--- config.mk ---
export PLATFORM = sky130hd
export DESIGN_NAME = pcx_pkt_collector
export DESIGN_NICKNAME = d
export VERILOG_FILES = /design/src/rtl/pcx_pkg.sv /design/src/rtl/pkt_fifo.sv /design/src/rtl/pcx_pkt_collector.sv
export SDC_FILE = /design/constraint.sdc
export NUM_CORES = 1
export LEC_CHECK = 0
export ABC_CLOCK_PERIOD_IN_PS = 11700
export CORE_MARGIN = 3
export CORE_UTILIZATION = 58
export CTS_BUF_LIST = sky130_fd_sc_hd__clkbuf_8
export DETAILED_ROUTE_END_ITERATION = 8
export HOLD_SLACK_MARGIN = 0.02
export PLACE_DENSITY = 0.82
export SYNTH_ARGS = -nofsm -noshare
export SYNTH_HDL_FRONTEND = slang
export SYNTH_HIERARCHICAL = 1
export SYNTH_SLANG_ARGS = --single-unit
--- constraint.sdc ---
create_clock -name clk -period 11.7 [get_ports clk]
set_clock_uncertainty 0.2 [all_clocks]
set_input_delay 1.755 -clock clk [delete_from_list [all_inputs] [get_ports clk]]
set_output_delay 1.755 -clock clk [all_outputs]
set_load 0.1 [all_outputs]
--- src/rtl/pcx_pkg.sv ---
// Shared PCX word/packet widths and the packet vector type used by the
// collector and its testbench.
package pcx_pkg;

   localparam int PCX_WORD_W        = 32;
   localparam int PCX_WORDS_PER_PKT = 5;
   localparam int PCX_PKT_W         = PCX_WORD_W * PCX_WORDS_PER_PKT;

   typedef logic [PCX_PKT_W-1:0] pcx_pkt_t;

endpackage

--- src/rtl/pkt_fifo.sv ---
// Generic synchronous FIFO; the head entry is driven straight from storage.
// DEPTH must be a power of two so the pointers wrap on their own.
module pkt_fifo #(
   parameter  int WIDTH = 160,
   parameter  int DEPTH = 2,
   localparam int PTR_W = (DEPTH > 1) ? $clog2(DEPTH) : 1,
   localparam int CNT_W = PTR_W + 1
) (
   input  logic             clk,
   input  logic             rst,
   input  logic             push_i,
   input  logic [WIDTH-1:0] data_i,
   input  logic             pop_i,
   output logic [WIDTH-1:0] data_o,
   output logic             full_o,
   output logic             empty_o,
   output logic [CNT_W-1:0] count_o
);

   logic [WIDTH-1:0] mem_q [DEPTH];
   logic [PTR_W-1:0] wr_ptr_q, wr_ptr_d;
   logic [PTR_W-1:0] rd_ptr_q, rd_ptr_d;
   logic [CNT_W-1:0] count_q, count_d;
   logic             push_ok, pop_ok;

   assign full_o  = (count_q == CNT_W'(DEPTH));
   assign empty_o = (count_q == '0);
   assign count_o = count_q;
   assign data_o  = mem_q[rd_ptr_q];

   // Out-of-range requests are dropped here so the storage can never corrupt.
   assign push_ok = push_i & ~full_o;
   assign pop_ok  = pop_i & ~empty_o;

   always_comb begin
      wr_ptr_d = wr_ptr_q;
      rd_ptr_d = rd_ptr_q;
      count_d  = count_q + CNT_W'(push_ok) - CNT_W'(pop_ok);
      if (push_ok) wr_ptr_d = wr_ptr_q + 1'b1;
      if (pop_ok)  rd_ptr_d = rd_ptr_q + 1'b1;
   end

   always_ff @(posedge clk or posedge rst) begin
      if (rst) begin
         wr_ptr_q <= '0;
         rd_ptr_q <= '0;
         count_q  <= '0;
         for (int i = 0; i < DEPTH; i++) mem_q[i] <= '0;
      end else begin
         wr_ptr_q <= wr_ptr_d;
         rd_ptr_q <= rd_ptr_d;
         count_q  <= count_d;
         if (push_ok) mem_q[wr_ptr_q] <= data_i;
      end
   end

endmodule

--- src/rtl/pcx_pkt_collector.sv ---
// Reassembles fixed-length PCX packets from the 32-bit word stream and queues
// them toward the host on a ready/valid interface.
module pcx_pkt_collector
   import pcx_pkg::*;
#(
   parameter  int WORDS_PER_PKT = PCX_WORDS_PER_PKT,
   parameter  int PKT_DEPTH     = 2,
   localparam int PKT_W         = PCX_WORD_W * WORDS_PER_PKT,
   localparam int IDX_W         = (WORDS_PER_PKT > 1) ? $clog2(WORDS_PER_PKT) : 1,
   localparam int CNT_W         = $clog2(PKT_DEPTH) + 1
) (
   input  logic                  clk,
   input  logic                  rst,
   input  logic                  pcx_valid,
   input  logic [PCX_WORD_W-1:0] pcx_data,
   output logic                  pcx_stall,
   output logic                  pkt_valid,
   input  logic                  pkt_ready,
   output logic [PKT_W-1:0]      pkt_data,
   output logic [31:0]           pkt_count,
   output logic [IDX_W-1:0]      word_idx
);

   logic [PKT_W-1:0] asm_q, asm_d, pkt_next;
   logic [IDX_W-1:0] idx_q, idx_d;
   logic             stall_q, stall_d;
   logic [31:0]      pkt_count_q, pkt_count_d;
   logic [CNT_W-1:0] fifo_count, count_next;
   logic             fifo_full, fifo_empty;
   logic             accept, last_word, push, pop;

   // fifo_full is redundant with stall_q, kept so a full FIFO can never take a word.
   assign accept    = pcx_valid & ~stall_q & ~fifo_full;
   assign last_word = (idx_q == IDX_W'(WORDS_PER_PKT - 1));
   assign push      = accept & last_word;
   assign pop       = pkt_valid & pkt_ready;
   assign pkt_next  = {asm_q[PKT_W-PCX_WORD_W-1:0], pcx_data};

   always_comb begin
      asm_d       = asm_q;
      idx_d       = idx_q;
      pkt_count_d = pkt_count_q;
      if (accept) begin
         asm_d = pkt_next;
         idx_d = last_word ? '0 : idx_q + 1'b1;
      end
      if (pop) pkt_count_d = pkt_count_q + 32'd1;
   end

   // Stall looks one edge ahead so it is already high when the FIFO becomes full.
   assign count_next = fifo_count + CNT_W'(push) - CNT_W'(pop);
   assign stall_d    = (count_next == CNT_W'(PKT_DEPTH));

   always_ff @(posedge clk or posedge rst) begin
      if (rst) begin
         asm_q       <= '0;
         idx_q       <= '0;
         stall_q     <= 1'b0;
         pkt_count_q <= '0;
      end else begin
         asm_q       <= asm_d;
         idx_q       <= idx_d;
         stall_q     <= stall_d;
         pkt_count_q <= pkt_count_d;
      end
   end

   pkt_fifo #(
      .WIDTH (PKT_W),
      .DEPTH (PKT_DEPTH)
   ) u_fifo (
      .clk     (clk),
      .rst     (rst),
      .push_i  (push),
      .data_i  (pkt_next),
      .pop_i   (pop),
      .data_o  (pkt_data),
      .full_o  (fifo_full),
      .empty_o (fifo_empty),
      .count_o (fifo_count)
   );

   assign pkt_valid = ~fifo_empty;
   assign pcx_stall = stall_q;
   assign pkt_count = pkt_count_q;
   assign word_idx  = idx_q;

endmodule

== Word level (Yosys, flattened, before mapping) ==
Cells that the tools add are included.

* Bits in registers: 488
* Input bits: 36
* Output and inout port bits: 197

* Add/subtract/negate cells: 8
* Order comparisons: 3
* Eq/ne operators: 3
* Multiplexer cells: 7
* Bitwise logic cells: 11
* Reductions and logical operators: 2

{| class="wikitable"
|+ Operators with widths
! operator !! number
|-
| 2-to-1 mux 160 bit || 4
|-
| bitwise mux 320 bit || 1
|-
| demux 160 bit (select 1 bit) || 1
|-
| adder 32 x 1 -> 32 bit (second input constant) || 1
|-
| AND 1 bit || 6
|-
| adder 2 x 1 -> 2 bit || 2
|-
| equality test 2 bit (second input constant) || 2
|-
| greater-or-equal comparator 2 bit (second input constant) || 2
|-
| inverter 1 -> 2 bit || 2
|-
| subtractor 2 x 1 -> 2 bit || 2
|-
| adder 3 x 1 -> 3 bit (second input constant) || 1
|-
| equality test 3 bit (second input constant) || 1
|-
| 2-to-1 mux 3 bit || 1
|-
| inverter 1 bit || 3
|-
| adder 1 bit (second input constant) || 2
|-
| logical NOT 2 bit || 1
|-
| less-than comparator 2 x 1 -> 1 bit (second input constant) || 1
|-
| logical AND 1 bit || 1
|}

== Depth between registers and ports, before layout ==
* Word-level depth: 7
* Depth in mapped cells: 14
* Depth with buffers taken out: 11

== By module ==
The synthesis kept the hierarchy.

{| class="wikitable"
|+ By module, submodules not included
! module !! times used !! cells each !! area an instance (um2) !! seq. area each (um2)
|-
| pkt_fifo || 1 || 872 || 13948.4 || 8107.8
|-
| pcx_pkt_collector || 1 || 422 || 6472.5 || 4103.9
|}

== Worst setup path after synthesis ==
Ideal clock, no wire load.

* Path kind: input-to-reg
* Start point: in pcx_valid
* End point: reg u_fifo/mem_q[160] in the netlist's numbering
* Library setup time: 0.127 ns
* Arrival time: 3.665 ns
* Slack: 7.708 ns
* Stages on the path: 9
* Cells stage by stage: nor3b_1 buf_2 buf_2 buf_2 and3_1 nor3b_2 buf_4 buf_6 mux2_1

* Longest elaborated chain between the ends: 4

{| class="wikitable"
|+ Ends and longest elaborated chain
! element !! RTL line !! text
|-
| start: declaration || pcx_pkt_collector.sv:14 || <nowiki>input logic pcx_valid,</nowiki>
|-
| AND 1 bit (2 in a row) || pcx_pkt_collector.sv:33 || <nowiki>assign accept = pcx_valid & ~stall_q & ~fifo_full;</nowiki>
|-
| AND 1 bit || pcx_pkt_collector.sv:35 || <nowiki>assign push = accept & last_word;</nowiki>
|-
| net push || pcx_pkt_collector.sv:30 || <nowiki>logic accept, last_word, push, pop;</nowiki>
|-
| AND 1 bit || pkt_fifo.sv:32 || <nowiki>assign push_ok = push_i & ~full_o;</nowiki>
|-
| end signal: indexed assignment || pkt_fifo.sv:53 || <nowiki>if (push_ok) mem_q[wr_ptr_q] <= data_i;</nowiki>
|-
| end: declaration || pkt_fifo.sv:20 || <nowiki>logic [WIDTH-1:0] mem_q [DEPTH];</nowiki>
|}

The timed path passes the listed nets, and every way through them passes these cells.
A chain may end at the register's enable or synchronous reset.

== Worst setup path in the final report ==
* Start point: reg u_fifo.rd_ptr_q
* End point: out pkt_data[56]

* Longest elaborated chain between the ends: 4

{| class="wikitable"
|+ Ends and longest elaborated chain
! element !! RTL line !! text
|-
| start: declaration || pkt_fifo.sv:22 || <nowiki>logic [PTR_W-1:0] rd_ptr_q, rd_ptr_d;</nowiki>
|-
| start signal: assignment || pkt_fifo.sv:51 || <nowiki>rd_ptr_q <= rd_ptr_d;</nowiki>
|-
| inverter 1 -> 2 bit (implied by the code) || pkt_fifo.sv:29 || <nowiki>assign data_o = mem_q[rd_ptr_q];</nowiki>
|-
| 2-to-1 mux 160 bit (implied by the code) (3 in a row) || pkt_fifo.sv:29 ||
|-
| end: declaration || pcx_pkt_collector.sv:19 || <nowiki>output logic [PKT_W-1:0] pkt_data,</nowiki>
|}

Every way passes these cells. The select of a mux whose other input is x is not followed.

==> key figures <==
Cells and area
  • Final Net Count: 1594
  • Post-route cell area: 24500 um^2
  • Share of cells above drive strength 1: 39.8%
  • Area Growth Syn to Fin: 20.1%
  • Most frequent cells in the layout: mux2_2, dfrtp_1, clkdlybuf4s50_1
  • Commonest non-fill, non-tap cell in the layout: mux2_2

GRT
  • GRT overflow: 0
  • Global-route wire length before repair: 69000 um
  • Number of global-route vias before repair: 12302
  • Gr busiest metal: met1
  • Largest net degree at the start of global routing: 118
  • Initial antenna violation count: 0
  • Met3 GRT Util: 4.66%
  • GRT met1 Usage: 34.4%
  • M2 GR Usage: 34.0%
  • Total track usage: 22.7%

Clocking
  • Cts bufs inserted: 79
  • H-tree depth: 3
  • Root buffer selected by CTS: clkbuf_8
  • CTS tree: built
  • # resized after CTS: 0
  • Clock sink total: 488
  • Post-CTS Hold Fix Bufs: 0
  • Skew-Pair Late Insertion Delay: 590 ps
  • CTS clock-pin slew for the worst setup and hold paths: 60 ps
  • Post-CTS Setup Bufs: 0
  • Maximum buffer depth of the clock tree: 3

STA
  • Worst Hold Margin: 279 ps
  • Max Fclk: 0.172 GHz
  • Final setup fails: 0
  • Final setup TNS: 0 ps
  • Final slew viol count: 0
  • Final worst-path cycle share: 49.6%
  • Fin. Hold Viols: 0
  • Relative slew slack: 24.2%
  • Minimum clock period: 5810 ps
  • Worst-margin pin slew: 1140 ps
  • RSZ-0062 raised after global routing: no

Die
  • Die width: 194 um
  • I/O Pins: 233
  • Chip height: 194 um
  • Floorplan core area: 34600 um^2
  • Rows: 68
  • Starting Density: 59.0%
  • DIE AREA: 37500 um^2

Route
  • Antenna-violating nets left: 0
  • First drt pass iteration count: 4
  • Vias: 11431
  • Initial DRC Count: 447
  • Routed len/inst: 20.6 um
  • Vias/cell: 5.56
  • WL final: 42400 um
  • DRC: 0

Logic synthesis
  • Cell taking the most area after synthesis: dfrtp_1
  • Sequential fraction of the synthesis area: 59.8%
  • Synth Cell Area: 20400 um^2
  • Mapped Nets: 1337
  • Area contributors post-synth: dfrtp_1, mux2_2, mux2_1
  • YS warnings: 6
  • Gate Count Post-Synth: 1294
  • #FFs+latches synth: 488
  • Yosys cell types: 31
  • Top cell type's share of synthesized area: 59.8%
  • Mean Syn Cell Area: 15.8 um^2

Place
  • RD Place Congestion: 0.755
  • Placement Cell Area: 23000 um^2
  • Port Buffer Count: 232
  • HPWL after DPL: 26900 um

Critical path
  • Critical path's largest stage delay: 1140 ps
  • CP Cell Sequence: buf_4, mux2_2, clkdlybuf4s50_1
  • CP Capture Type: output pin
  • Path depth of the worst reg2reg path: 9
  • Critical Path AT: 3850 ps
  • CP max stage cell: clkdlybuf4s50_1
  • CP Launch Type: flop
  • Critical path class: reg -> out
  • Required time of the critical path: 9750 ps
  • Crit path max fanout: 72

Outcome
  • Status: finished, final reports clean

Job
  • Max Cap Violations: 0

Worst hold path
  • Hold Path Class: reg -> reg
  • Hold depth: 1
Yosys cell counts:
cell      instances
mux2_2          500
dfrtp_1         488
mux2_1          109
buf_2            43
xnor2_1          31
nand2_1          14
nand3_1          12
buf_6            11
clkbuf_1         10
nand4_1          10
inv_1             9
and3_1            8
ha_1              7
xor2_1            6
buf_4             5
and4_1            4
o21ai_0           4
nand4b_1          3
nor2_1            3
nand4_4           2
nor2_2            2
nor2b_1           2
nor3_1            2
nor4_4            2
and2_1            1
and4_2            1
inv_2             1
nand2b_1          1
nand3b_1          1
nor3b_1           1
nor3b_2           1
layer usage:
| metal | wire length (um) | up-vias |
|---|---|---|
| met5 | 0 | - |
| li1 | - | 5140 |
| met3 | 1830 | 53 |
| met1 | 20400 | 6010 |
| met2 | 19400 | 228 |
| met4 | 748 | 0 |
layout make-up:
cell class,instances,area [um^2]
sequential,488,12200
fill,2342,10100
multi-input combinational,727,7770
timing repair buffer,245,2420
clock buffer,99,1360
tap,455,569
clock inverter,31,138
inverter,10,52.6
antenna,1,2.50
worst max-delay path, delay by kind of cell (launching register included):
kind                   cells  cell delay [ps]
flip-flops                 1              780
buffers and inverters      2             2020
multiplexers               1              350
worst paths after layout:
kind | from | end | slack [ps]
setup / recovery | u_fifo/rd_ptr_q | pkt_data[56] | 5890
hold / removal | u_fifo/mem_q[207] | u_fifo/mem_q[207] | 280
setup reg to reg | u_fifo/count_o[1] | u_fifo/mem_q[299] | 7260
hold reg to reg | u_fifo/mem_q[207] | u_fifo/mem_q[207] | 280
max in group asynchronous | rst | u_fifo/mem_q[272] | 7170
min in group asynchronous | rst | pkt_count[19] | 1640
flip-flops by register name (all words and copies together) (netlist names):
signal	cells
u_fifo/mem_q	320
u_fifo/count_o	2
pkt_count	32
word_idx	3
u_fifo/rd_ptr_q	1
pcx_stall	1
u_fifo/wr_ptr_q	1
asm_q	128
metrics by stage:
step | setup WS (ps) | instances | utilization, %
after floorplan | 775 | 1294 | -
after global placement | 5740 | 1925 | 66.5
after detailed placement | 5760 | 1925 | 66.5
after CTS | 5850 | 2055 | 70.8
after global routing | 5740 | 2055 | 70.8
final | 5890 | 2056 | 70.8
cell families after synthesis:
group,after synthesis,synth area share [%]
multiplexers,609,33.6
flip-flops,488,59.8
buffers and inverters,79,2.21
AND/OR/NAND/NOR,70,2.29
XOR/XNOR,37,1.59
adder cells (fa/ha/maj),7,0.429
AO/OA/AOI/OAI,4,0.0980
Power is left out: the tool's default activity adds up to more than one toggle a clock period on the data nets, which glitch-free logic cannot reach.
